<file path="src/rtl/onehot_scan_decoder.sv">
// onehot_scan_decoder: registered binary-to-one-hot decoder with direct and prescaled scan modes
module onehot_scan_decoder #(
    parameter int SEL_W    = 3,
    parameter int OUT_W    = 8,
    parameter int STEP_CYC = 4,
    parameter int CNT_W    = $clog2(STEP_CYC + 1)
) (
    input  logic             sys_clk,
    input  logic             sys_rst,
    input  logic             en,
    input  logic             mode,
    input  logic             dir,
    input  logic [SEL_W-1:0] sel,
    output logic [OUT_W-1:0] out,
    output logic [SEL_W-1:0] idx,
    output logic             range_err,
    output logic             wrap
);
    if (OUT_W < 2 || OUT_W > (1 << SEL_W)) begin : g_bad_out_w
        $error("OUT_W must be within 2..2**SEL_W");
    end
    if (STEP_CYC < 1) begin : g_bad_step
        $error("STEP_CYC must be at least 1");
    end

    localparam logic [SEL_W-1:0] IDX_MAX   = SEL_W'(OUT_W - 1);
    localparam logic [CNT_W-1:0] PRESC_MAX = CNT_W'(STEP_CYC - 1);

    function automatic logic [OUT_W-1:0] onehot(input logic [SEL_W-1:0] i);
        return {{(OUT_W-1){1'b0}}, 1'b1} << i;
    endfunction

    logic             mode_d;
    logic [CNT_W-1:0] presc, presc_n;
    logic [SEL_W-1:0] idx_n, idx_up, idx_dn, idx_step;
    logic [OUT_W-1:0] out_n;
    logic             err_n, wrap_n;
    logic             mode_chg, sel_ok, step;

    assign mode_chg = mode != mode_d;
    assign sel_ok   = int'(sel) < OUT_W;
    assign step     = presc == PRESC_MAX;
    assign idx_up   = (idx == IDX_MAX) ? '0 : idx + 1'b1;
    assign idx_dn   = (idx == '0) ? IDX_MAX : idx - 1'b1;
    assign idx_step = dir ? idx_dn : idx_up;

    // A mode change re-shows the held index so a scan resumes from the last valid direct code.
    always_comb begin
        presc_n = presc;
        idx_n   = idx;
        out_n   = out;
        err_n   = range_err;
        wrap_n  = 1'b0;
        if (mode_chg) begin
            presc_n = '0;
            out_n   = onehot(idx);
            err_n   = 1'b0;
        end else if (en && !mode) begin
            idx_n = sel_ok ? sel : idx;
            out_n = sel_ok ? onehot(sel) : '0;
            err_n = !sel_ok;
        end else if (en && step) begin
            presc_n = '0;
            idx_n   = idx_step;
            out_n   = onehot(idx_step);
            err_n   = 1'b0;
            wrap_n  = dir ? (idx == '0) : (idx == IDX_MAX);
        end else if (en) begin
            presc_n = presc + 1'b1;
        end
    end

    always_ff @(posedge sys_clk or posedge sys_rst) begin
        if (sys_rst) begin
            mode_d    <= 1'b0;
            presc     <= '0;
            idx       <= '0;
            out       <= onehot('0);
            range_err <= 1'b0;
            wrap      <= 1'b0;
        end else begin
            mode_d    <= mode;
            presc     <= presc_n;
            idx       <= idx_n;
            out       <= out_n;
            range_err <= err_n;
            wrap      <= wrap_n;
        end
    end

    a_onehot: assert property (@(posedge sys_clk) disable iff (sys_rst)
        range_err ? (out == '0) : $onehot(out));
    a_idx_range: assert property (@(posedge sys_clk) disable iff (sys_rst) idx <= IDX_MAX);
endmodule

</file>
<file path="config.mk">
export PLATFORM = sky130hd
export DESIGN_NAME = onehot_scan_decoder
export DESIGN_NICKNAME = d
export VERILOG_FILES = /design/src/rtl/onehot_scan_decoder.sv
export SDC_FILE = /design/constraint.sdc
export NUM_CORES = 1
export LEC_CHECK = 0
export CORE_MARGIN = 3
export CORE_UTILIZATION = 44
export CTS_CLUSTER_SIZE = 8
export DETAILED_ROUTE_END_ITERATION = 8
export PLACE_DENSITY_LB_ADDON = 0.08
export SYNTH_ARGS = -nofsm -noshare
export SYNTH_HDL_FRONTEND = slang
export SYNTH_SLANG_ARGS = --single-unit
</file>
<file path="constraint.sdc">
create_clock -name sys_clk -period 1.65 [get_ports sys_clk]
set_clock_uncertainty 0.05 [all_clocks]
set_input_delay 0.165 -clock sys_clk [delete_from_list [all_inputs] [get_ports sys_clk]]
set_output_delay 0.165 -clock sys_clk [all_outputs]
set_load 0.05 [all_outputs]
</file>
## After elaboration in Yosys (flattened, before gate mapping)

Index checks and enable logic that the tools add are counted.

| cells by class | value |
|---|---|
| $lt $le $gt $ge | 0 |
| div/mod/pow operators | 0 |
| mux-type cells | 19 |
| multiply operators | 0 |
| bitwise operators | 1 |
| $add $sub $neg | 3 |
| reduce and logical (&&, ||, !) cells | 9 |
| eq/ne operators | 4 |
| shifts and indexed selects | 3 |

Operator list:

| kind | count |
|---|---|
| two-way mux 3 bit | 9 |
| two-way mux 8 bit | 3 |
| << shifter 1 x 3 -> 8 bit (first input constant) | 3 |
| two-way mux 1 bit | 7 |
| adder 3 x 1 -> 3 bit (second input constant) | 2 |
| nonzero test 3 bit | 2 |
| AND reduction 2 bit | 2 |
| equality test 3 x 2 -> 1 bit (second input constant) | 1 |
| equality test 3 bit (second input constant) | 1 |
| logical NOT 3 bit | 1 |
| subtractor 3 x 1 -> 3 bit (second input constant) | 1 |
| logical AND 1 bit | 2 |
| != test 2 bit (second input constant) | 1 |
| nonzero test 2 bit | 1 |
| logical NOT 1 bit | 1 |
| != test 1 bit | 1 |
| inverter 1 bit | 1 |

| word-level totals | value |
|---|---|
| ROM bits | 0 |
| bits in latches | 0 |
| logic and storage cells | 45 |
| memories kept | 0 |
| bits of input ports | 8 |
| flip-flop bits (word level) | 17 |
| memory bits (writable) | 0 |

## Depth between registers and ports, before layout

Gate-level depths: netlist of the first run.

| depth | value |
|---|---|
| depth in word-level cells | 7 |
| gate-level depth with buffers | 6 |
| mapped depth without buffers | 6 |

## Worst setup path after synthesis of the first run

OpenSTA, ideal clock, no wires.

| timing | value |
|---|---|
| kind | reg-to-reg |
| from | register idx[0] |
| to | register out[0] |
| required time | 1.509 ns |
| arrival time | 1.985 ns |
| library setup time | 0.091 ns |
| clock period less this slack | 2.126 ns |
| setup slack | -0.476 ns |
| stages on the path, launching flop included | 7 |
| buffers on the path | 0 |
| cells stage by stage | dfrtp_1 > inv_1 > ha_1 > or3_1 > a221oi_2 > nor2b_1 > o31ai_1 |

| on the way | value |
|---|---|
| cells in the longest elaborated chain, start to end | 7 |
| elaborated cells between the ends (all ways) | 12 |

Ends and longest elaborated chain:

| what | line | source |
|---|---|---|
| from (decl) | 15 | `output logic [SEL_W-1:0] idx,` |
| from (signal assigned) | 84 | `idx <= idx_n;` |
| adder 3 x 1 -> 3 bit, or another cell as far along | 43 | `assign idx_up = (idx == IDX_MAX) ? '0 : idx + 1'b1;` |
| two-way mux 3 bit (on tied branches) | 43, 44 |  |
| two-way mux 3 bit | 45 | `assign idx_step = dir ? idx_dn : idx_up;` |
| << shifter 1 x 3 -> 8 bit | 30 | `return {{(OUT_W-1){1'b0}}, 1'b1} << i;` |
| two-way mux 8 bit | 62 | `end else if (en && step) begin` |
| two-way mux 8 bit | 58 | `end else if (en && !mode) begin` |
| two-way mux 8 bit (*) | 54 | `if (mode_chg) begin` |
| to (signal assigned) | 78 | `out <= onehot('0);` |
| to (signal assigned) | 85 | `out <= out_n;` |
| to (decl) | 14 | `output logic [OUT_W-1:0] out,` |

Mark *: on every way between the ends. The rest lies on a longest branch, timed or not. The select of a mux whose other input is x is not followed.
A chain may end at the register's enable or synchronous reset.

## Worst setup path in the final report of the first run

Same ends and word-level chain as after synthesis.

==> results.toml, run 1 <==
[layout]
drive_gt1_share_pct = 46.2
diodes = 0
post_layout_nonfiller_instances = 170
syn_to_final_growth_pct = 52.4
final_common_cell = "buf_4"
fin_area_mm2 = 0.00146
nFillCells = 157
final_util_pct = 72.3
final_cell_mix = "buf_4 (35), nand2_1 (13), dfrtp_1 (13)"
nets = 157

[die]
ios = 21
num_rows = 16
die_y_um = 52.7
die_area_mm2 = 0.00278
core-area_mm2 = 0.00202
die-width_um = 52.7
initial_core_util_pct = 47.5

[grt]
grtUsageTotal_pct = 20.1
antenna_found_initial = 0
grt_pass1_wl_um = 4100
grt_start_max_net_pins = 17
first_global_vias = 930
grt_overflow_total = 0

[detailed_routing]
drc = 0
routedWlPerCell_um = 14.3
vias = 917
wirelength_um = 2430
drtIter0Drc = 24
dr.pass1.iters = 4
viasPerCell = 5.39
ant_nets = 0

[critical_path]
cp.required_ns = 1.80
path_max_fanout = 4
worstSetupEndpointType = "register"
critical_path_class = "reg -> reg"
crit-reg2reg-launch = "idx[0]"
worst_r2r_endpoint = "out[0]"
cp-start-kind = "register"
worst-r2r-cell-count = 6
rrSetupSlack_ns = -0.15
crit_arrival_ns = 1.95

[clock_tree]
cts_sinks = 16
ctsHoldBuffers = 0
clk_pin_slew_worst_paths_ns = 0.10
cts.path.max_buffers = 2
cts_made_buffers = 3
htreeDepth = 1
cts_tree = "built"
insertion_delay_ns = 0.29
cts_root_buffer = "clkbuf_4"

[timing]
slew_viol_final = 0
fin_crit_sh_pct = 109
min_period_ns = 1.80
hold_viol_final = 0
tns_ns = -1.15
fmax_mhz = 555
finalWorstSetupSlack_ns = -0.153
rsz0062_at_grt = "true"
finalSetupViolations = 9

[status]
violations = "negative setup slack"
status = "finished with violations"

[yosys]
ys_types = 38
ys_ff_latch = 16
async_reset_ff_share_pct = 100
synth_top_area_share_pct = 39.1
synth_nets = 114
synth_top_cell_by_area = "dfrtp_1"
syn_area_um2 = 960
synth.avg_cell_area_um2 = 9.50
ys.flop_type = "dfrtp_1"
yosysWarnings = 0
syn_inst = 101
synthTopCellsByArea = "dfrtp_1 (39%), ha_1 (6.5%), o31ai_1 (6.3%)"
synth-edff-count = 0
ys_seq_area_share_pct = 41.9

[power_and_ir_drop]
p_leak_uw = 0.000681
ir_drop_mv = 1.21
powerDensity_mw_per_mm2 = 1340

[placed_design]
hpwl_um = 1840
place_congestion = 0.854
dp.cells = 164
io_buffers = 19
dpl-instance-area_mm2 = 0.00133

[worst_hold_path]
holdCritPathClass = "in -> async"

[run]
maxCapViolations = 0
==> where the power goes <==
group / total, µW / switching, µW / internal, µW
registers: 553 / 70.0 / 483
logic: 1190 / 686 / 507
clock network: 219 / 125 / 93.8
total: 1960 / 881 / 1080
==> what timing repair did <==
item                       in CTS  in global routing
resized for setup               6                 10
buffers inserted                2                  0
pin swaps                      12                  4
setup endpoints to repair       9                 11
==> routing by layer <==
metal | vias to the layer above | share of wire, % | GRT usage, %
li1 | 448 | - | -
met1 | 435 | 41 | 24.8
met2 | 30 | 53 | 34.9
met3 | 4 | 4.8 | 3.13
met4 | 0 | 0.99 | 6.81
met5 | - | 0 | 0
==> cells in the mapped netlist, drive strengths merged, types with 2 or more instances <==
master	number
nor3b	3
o21a	2
nor2	5
or3	2
inv	6
nand3b	3
a21oi	4
buf	4
nor2b	3
nand2b	3
o21ai	6
dfrtp	15
o31ai	8
ha	5
nand2	13
a21o	2
==> critical path: stages, from the launching register on <==
cell and delay (ns):
dfrtp_2 0.41, inv_4 0.06, ha_4 0.15, or3_4 0.38, a221oi_4 0.32, nor2b_2 0.12, o31ai_1 0.23
==> worst max path at each step <==
stage | to | slack [ns] | cells after the start | from
after global placement | out[2] | -0.30 | 5 | en
after detailed placement | out[1] | -0.30 | 5 | en
final | out[0] | -0.15 | 6 | idx[0]
after CTS | out[1] | -0.17 | 6 | idx[0]
after global routing | out[3] | -0.23 | 6 | idx[0]
after floorplan | out[5] | -0.23 | 6 | idx[1]
==> registers in the layout (all words and copies together) (netlist names) <==
signal / count
out: 8
idx: 3
wrap: 1
mode_d: 1
presc: 3
==> layout make-up <==
class	instances	area, µm²	share of cell area, %
repair buffers	42	333	22.8
clock buffers	4	26.3	1.80
multi-input cells	75	638	43.6
flip-flops and latches	16	404	27.6
well taps	27	33.8	2.31
inverters	6	27.5	1.88
==> stage by stage <==
stage | power, µW | hold WS [ns] | worst slack [ns]
2_1_floorplan | 1240 | 0.0279 | -0.230
3_3_place_gp | 1560 | 0.416 | -0.299
3_5_place_dp | 1590 | 0.418 | -0.300
4_1_cts | 1900 | 0.132 | -0.170
5_1_grt | 2080 | 0.148 | -0.229
6_report | 1960 | 0.121 | -0.153
==> logic make-up (layout without fill, tap and decap cells) <==
family / Yosys count / count (layout) / share of synthesized area (%)
and+or+nand+nor: 36 / 36 / 20.1
muxes: 2 / 2 / 2.22
DFF: 16 / 16 / 41.9
AOI/OAI and AO/OA: 29 / 29 / 21.8
adders and majority gates: 5 / 5 / 6.52
buffers and inverters: 10 / 52 / 5.35
xor gates and xnor gates: 2 / 2 / 1.83
other: 1 / 1 / 0.391
No activity file was read; power rests on OpenSTA's default activity.
==> run 2: changes to the inputs <==
--- a/config.mk
+++ b/config.mk
@@ -9,7 +9,7 @@
 export CORE_UTILIZATION = 44
 export CTS_CLUSTER_SIZE = 8
 export DETAILED_ROUTE_END_ITERATION = 8
-export PLACE_DENSITY_LB_ADDON = 0.08
+export PLACE_DENSITY = 0.81
 export SYNTH_ARGS = -nofsm -noshare
 export SYNTH_HDL_FRONTEND = slang
 export SYNTH_SLANG_ARGS = --single-unit
==> results.toml, run 2 (same netlist as run 1, synthesis figures left out) <==
[status]
status = "finished with violations"
violations = "negative setup slack"

[layout]
nFillCells = 136
top_register = "out"
final_util_pct = 72.2
largest_registers = "out (8), idx (3), presc (3)"
multi_input_area_um2 = 651
largest_register_ffs = 8
nets = 155
final-seq-area_um2 = 404
diodes = 0
drive_gt1_share_pct = 45.4
final_common_cell = "buf_4"
final_cell_mix = "buf_4 (33), nand2_1 (13), dfrtp_1 (13)"
syn_to_final_growth_pct = 52.2
post_layout_nonfiller_instances = 168

[clock_tree]
cts_root_buffer = "clkbuf_4"
cts.path.max_buffers = 2
cts_made_buffers = 3
clk_pin_slew_worst_paths_ns = 0.10
insertion_delay_ns = 0.30
htreeDepth = 1
cts_tree = "built"
cts_sinks = 16
ctsHoldBuffers = 0

[critical_path]
worst_r2r_endpoint = "out[2]"
rrSetupSlack_ns = -0.20
cp.required_ns = 1.80
worst-r2r-cell-count = 6
crit-reg2reg-launch = "idx[0]"
cp-start-kind = "register"
critical_path_class = "reg -> reg"
path_max_fanout = 4
crit_arrival_ns = 2.01
worstSetupEndpointType = "register"

[run]
maxCapViolations = 0

[die]
die_y_um = 52.7
die-width_um = 52.7
initial_core_util_pct = 47.5
core-area_mm2 = 0.00202
num_rows = 16
die_area_mm2 = 0.00278
ios = 21

[placed_design]
place_congestion = 0.862
dp.cells = 162
hpwl_um = 1800
io_buffers = 19

[grt]
grtUsageTotal_pct = 20.1
grt_start_max_net_pins = 17
top_usage_layer = "met2"
grt_pass1_wl_um = 4050
met2_usage_pct = 34.3
grt_use_met3_pct = 2.85
antenna_found_initial = 0
grt_util_met1_pct = 24.6
first_global_vias = 860
grt_overflow_total = 0

[power_and_ir_drop]
p_leak_uw = 0.000681
ir_drop_mv = 0.986
powerDensity_mw_per_mm2 = 1350
total_power_uw = 1970

[timing]
fmax_mhz = 540
hold_viol_final = 0
tns_ns = -1.58
min_period_ns = 1.85
slew_viol_final = 0
finalWorstSetupSlack_ns = -0.201
rsz0062_at_grt = "true"
fin_crit_sh_pct = 112
finalSetupViolations = 9
timing.hold.ws_ns = 0.114

[detailed_routing]
routedWlPerCell_um = 15.2
dr.pass1.iters = 4
drc = 0
vias = 913
wirelength_um = 2550
drtIter0Drc = 21
viasPerCell = 5.43
ant_nets = 0

[worst_hold_path]
holdCritPathClass = "in -> async"
run 2: stage by stage:
step | instance area [µm²] | setup slack [ns]
global placement | 1320 | -0.232
floorplan | 1010 | -0.230
global route | 1460 | -0.281
detailed placement | 1320 | -0.294
finish | 1460 | -0.201
CTS | 1390 | -0.181
run 2: worst max-delay path by stage:
stage            from     end  slack, ns  cells after the start
2_1_floorplan  idx[1]  out[5]      -0.23                      6
3_3_place_gp     mode  out[5]      -0.23                      5
3_5_place_dp     mode  out[2]      -0.29                      5
4_1_cts        idx[0]  out[2]      -0.18                      6
5_1_grt        idx[0]  out[2]      -0.28                      6
6_report       idx[0]  out[2]      -0.20                      6
run 2: worst max-delay path, stage by stage (launching register included):
cell,delay (ns)
dfrtp_2,0.42
inv_4,0.06
ha_4,0.15
or3_4,0.38
a221oi_4,0.36
nor2b_4,0.10
o31ai_2,0.22
run 2: cell type report:
class	instances	area share (%)
Multi-Input combinational cell	75	44.6
Sequential cell	16	27.7
Timing Repair Buffer	40	21.8
Tap cell	27	2.31
Inverter	6	1.89
Clock buffer	4	1.80
run 2: timing repair:
| action | CTS | global route |
|---|---|---|
| resized for setup | 8 | 11 |
| buffers inserted | 1 | 1 |
| pin swaps | 14 | 12 |
| setup endpoints to repair | 10 | 11 |
run 2: layer usage:
metal / vias to the layer above / routed length (µm)
li1: 447 / -
met1: 436 / 1100
met2: 23 / 1300
met3: 7 / 83
met4: 0 / 70
met5: - / 0
run 2: where the power goes:
part           internal [µW]  leakage [µW]  switching, µW
sequential               483      0.000205           77.7
combinational            490      0.000461            692
clock                   94.2     0.0000150            130
==> run 3: changes to the inputs <==
--- a/config.mk
+++ b/config.mk
@@ -5,7 +5,6 @@
 export SDC_FILE = /design/constraint.sdc
 export NUM_CORES = 1
 export LEC_CHECK = 0
-export CORE_MARGIN = 3
 export CORE_UTILIZATION = 44
 export CTS_CLUSTER_SIZE = 8
 export DETAILED_ROUTE_END_ITERATION = 8
==> results.toml, run 3 (same netlist as run 1, synthesis figures left out) <==
[detailed_routing]
routedWlPerCell_um = 16.2
highest_layer = "met4"
dr.pass1.iters = 4
vias = 969
drtIter0Drc = 23
wl_met2_um = 1320
ant_nets = 0
drc = 0
viasPerCell = 5.70
wl_met3_um = 138
wirelength_um = 2760
routedLengthMet1_um = 1210

[timing]
finalWorstSetupSlack_ns = -0.201
fmax_mhz = 540
fin_crit_sh_pct = 112
hold_viol_final = 0
timing.hold.ws_ns = 0.0779
finalSetupViolations = 9
rsz0062_at_grt = "true"
tns_ns = -1.48
min_period_ns = 1.85
slew_viol_final = 0

[power_and_ir_drop]
p_sw_uw = 902
p_sw_share_pct = 44.8
ir_drop_mv = 0.948
power_frac_comb_pct = 58.1
intPower_uw = 1110
seqPwrFrac_pct = 28.3
p_leak_uw = 0.000675
powerDensity_mw_per_mm2 = 1380
pwr-share-clk_pct = 13.6

[die]
ios = 21
die-width_um = 48.7
die_area_mm2 = 0.00237
die_y_um = 48.7
initial_core_util_pct = 47.9
core-area_mm2 = 0.00200
num_rows = 16

[critical_path]
slowest_stage = "dfrtp_2"
worst-r2r-cell-count = 6
crit_top_cell = "ha_4"
crit_buf_inv = 1
worstSetupEndpointType = "register"
critical_path_class = "reg -> reg"
max_stage_delay_ns = 0.46
cp-start-kind = "register"
cp_cell_sequence = "ha_4 > ha_4 > a222oi_1 > buf_4 > o21ai_4 > o31ai_2"
crit_family = "compound AO/OA/AOI/OAI gates"
crit-reg2reg-launch = "idx[1]"
rrSetupSlack_ns = -0.20
crit_arrival_ns = 2.02
cp.required_ns = 1.82
path_max_fanout = 4
worst_r2r_endpoint = "out[3]"

[clock_tree]
insertion_delay_ns = 0.30
cts.path.max_buffers = 2
cts_made_buffers = 3
cts_tree = "built"
clk_pin_slew_worst_paths_ns = 0.10
cts_sinks = 16
cts_root_buffer = "clkbuf_4"
htreeDepth = 1

[status]
violations = "negative setup slack"
status = "finished with violations"

[grt]
grt_pass1_wl_um = 4400
grtUsageTotal_pct = 24.3
first_global_vias = 953
antenna_found_initial = 0
grt_overflow_total = 0
grt_start_max_net_pins = 11

[placed_design]
place_congestion = 0.838
io_buffers = 19
dp.cells = 163
dpl_worst_slack_ns = -0.330
hpwl_um = 1880

[layout]
final_cell_mix = "buf_4 (35), nand2_1 (13), dfrtp_1 (13)"
largest_registers = "out (8), idx (3), presc (3)"
final_util_pct = 72.8
final_common_cell = "buf_4"
syn_to_final_growth_pct = 51.9
top_register = "out"
drive_gt1_share_pct = 43.4
post_layout_nonfiller_instances = 170
diodes = 0
nets = 157
largest_register_ffs = 8

[run]
maxCapViolations = 0

[worst_hold_path]
holdCritPathClass = "in -> async"
run 3: routing by layer:
layer / vias up / track usage, %
met1: 477 / 30.2
met4: 0 / 12.3
met5: - / 0
met3: 11 / 5.35
met2: 32 / 39.6
li1: 449 / -
run 3: metrics by stage:
step | total power, µW | instance area, µm²
4_1_cts | 1930 | 1410
2_1_floorplan | 1240 | 1010
3_5_place_dp | 1590 | 1330
6_report | 2010 | 1460
5_1_grt | 2110 | 1460
3_3_place_gp | 1560 | 1330
run 3: layout make-up:
type                       count  area (µm²)
tap                           27        33.8
multi-input combinational     75         623
sequential                    16         404
fill                         141         544
clock buffer                   4        36.3
inverter                       6        27.5
timing repair buffer          42         333
run 3: worst reg2reg max path, delay by kind of cell, from the launching register on:
kind,cells,cell delay (ns)
AO/OA/AOI/OAI,3,0.70
adder cells (fa/ha/maj),2,0.33
buffers and inverters,1,0.22
flip-flops,1,0.46
run 3: worst max path at each step:
stage	cells after the start	end	slack, ns	startpoint
detailed placement	5	out[0]	-0.33	mode
finish	6	out[3]	-0.20	idx[1]
global placement	5	out[2]	-0.26	mode
floorplan	6	out[5]	-0.23	idx[1]
global route	6	out[3]	-0.29	idx[1]
CTS	6	out[3]	-0.16	idx[0]
run 3: what timing repair did:
item	in CTS	in global routing
setup buffers	3	0
pin swaps	12	5
hold buffers	0	0
gates resized for setup	5	7
setup endpoints to repair	9	11
run 3: power by group through the flow:
stage | registers [µW] | logic (µW) | clock network, µW
2_1_floorplan | 843 | 392 | 0
3_3_place_gp | 565 | 996 | 0
3_5_place_dp | 570 | 1020 | 0
4_1_cts | 556 | 1110 | 271
5_1_grt | 583 | 1240 | 293
6_report | 569 | 1170 | 274
==> variant: new RTL, settings of run 1 <==
Set the parameter `SEL_W` to 4 (it was 3).
--- a/src/rtl/onehot_scan_decoder.sv
+++ b/src/rtl/onehot_scan_decoder.sv
@@ -1,6 +1,6 @@
 // onehot_scan_decoder: registered binary-to-one-hot decoder with direct and prescaled scan modes
 module onehot_scan_decoder #(
-    parameter int SEL_W    = 3,
+    parameter int SEL_W    = 4,
     parameter int OUT_W    = 8,
     parameter int STEP_CYC = 4,
     parameter int CNT_W    = $clog2(STEP_CYC + 1)
Ports: changed (resized idx and sel); port bits go from 21 to 23. The function was not compared with the original's and may differ.
==> variant against run 1 <==
  * The run still ends with setup timing left
  * Sequential share of layout area down 2.6 points
  * Worst setup slack improved by 0.040 ns
  * Cell area grew 24%
  * Synthesized area up 27%
  * Hold slack worse by 0.0062 ns
  * Wire length up 40%
  * Sequential cell count rose by 2
  * Total power rose by 14%
  * Utilization is 0.95 points lower
  * First-iteration DRC count rose to 3.7 times the old value
  * Sequential power rose by 10%
==> variant: results (changes against run 1) <==
Critical Path Fanout Max 8 (was 4); top cells by area, synth dfrtp_1, ha_1, a222oi_1 (was dfrtp_1, ha_1, o31ai_1); Power Internal 1.22 mW (was 1.08 mW); XOR/XNOR Fraction of Synth Area 0.0144 (was 0.0183); nonclk buf count 57 (was 42); Signal buf overhead 0.253 (was 0.228); top cell type's share of synthesized area 0.349 (was 0.391); failing checks setup timing (unchanged); Critical Path Source idx[1] (was idx[0]); routing usage on met1 0.297 (was 0.248); pre-CTS WS -0.307 ns (was -0.300 ns); fin worst setup slack -0.113 ns (was -0.153 ns); Seq area share 0.251 (was 0.276); DRT met1 WL 1.53 mm (was 1.01 mm); DR WL/cell 16.1 um (was 14.3 um); count of non-CTS inverters in the layout 5 (was 6); Sequential Power 610 uW (was 553 uW); ClkCell Share 0.0145 (was 0.0180); Syn Nets 142 (was 114); layout cell share with drive strength beyond 1 0.445 (was 0.462); VDD IR-drop max 1.11 mV (was 1.21 mV); Starting DRT DRC Count 88 (was 24); num sequential 18 (was 16); Placer Congestion 0.889 (was 0.854); Data arrival, critical path 1.89 ns (was 1.95 ns); post-synthesis instance total 126 (was 101); adder-cell share of the synthesized area 0.0719 (was 0.0652); crit path to out[4] (was out[0]); Via-to-Cell Ratio 5.95 (was 5.39); vias in the first global route 1246 (was 930); Critical Path Max Stage Delay 0.53 ns (was 0.41 ns); met2 global-route usage 0.354 (was 0.349); via count 1262 (was 917); Synth Area in Compound Gates 0.270 (was 0.218); Multi-input gate area 818 sq um (was 638 sq um); setup violators final 9 (unchanged); Commonest cells post-synth dfrtp_1, nand2_1, a222oi_1, o21ai_0, o31ai_1 (was dfrtp_1, nand2_1, o31ai_1); Comb. pwr 1.39 mW (was 1.19 mW); outcome finished, violations left (unchanged); final setup TNS -0.856 ns (was -1.15 ns); sequential share of the synthesized area 0.371 (was 0.419); Largest regs out: 8 flops, idx: 4 flops, presc: 3 flops (was out: 8 flops, idx: 3 flops, presc: 3 flops); Yosys cell types 42 (was 38); comb_multi_in 98 (was 75); post-synthesis mux area share 0.00821 (was 0.0222); Placed Cells 206 (was 164); global-route usage over all layers 0.219 (was 0.201); largest net degree at the start of global routing 19 (was 17); CP max stage cell or4b_4 (was dfrtp_2); metal3 WL 208 um (was 116 um); filler instances 196 (was 157); Port Buf Inserts 22 (was 19)
==> variant: worst min-delay path by stage <==
stage,from,to,slack (ns),cells after the start
after floorplan,sys_rst,idx[3],0.05,1
after global placement,range_err,range_err,0.43,2
after detailed placement,range_err,range_err,0.43,2
after CTS,sys_rst,out[7],0.12,3
after global routing,sys_rst,out[3],0.14,3
final,sys_rst,out[7],0.11,3
==> variant: stage by stage <==
stage | utilization | instance area (sq um) | hold slack, ns
after CTS | 0.693 | 1760 | 0.124
after detailed placement | 0.666 | 1700 | 0.426
after floorplan | - | 1240 | 0.0526
after global routing | 0.714 | 1820 | 0.140
after global placement | 0.666 | 1700 | 0.429
final | 0.714 | 1820 | 0.115
==> variant: timing repair <==
item | 4_1_cts | 5_1_grt
pin swaps | 11 | 9
endpoints found under the setup margin | 10 | 12
gates resized for setup | 6 | 14
setup buffers | 2 | 0
hold buffers | 0 | 0
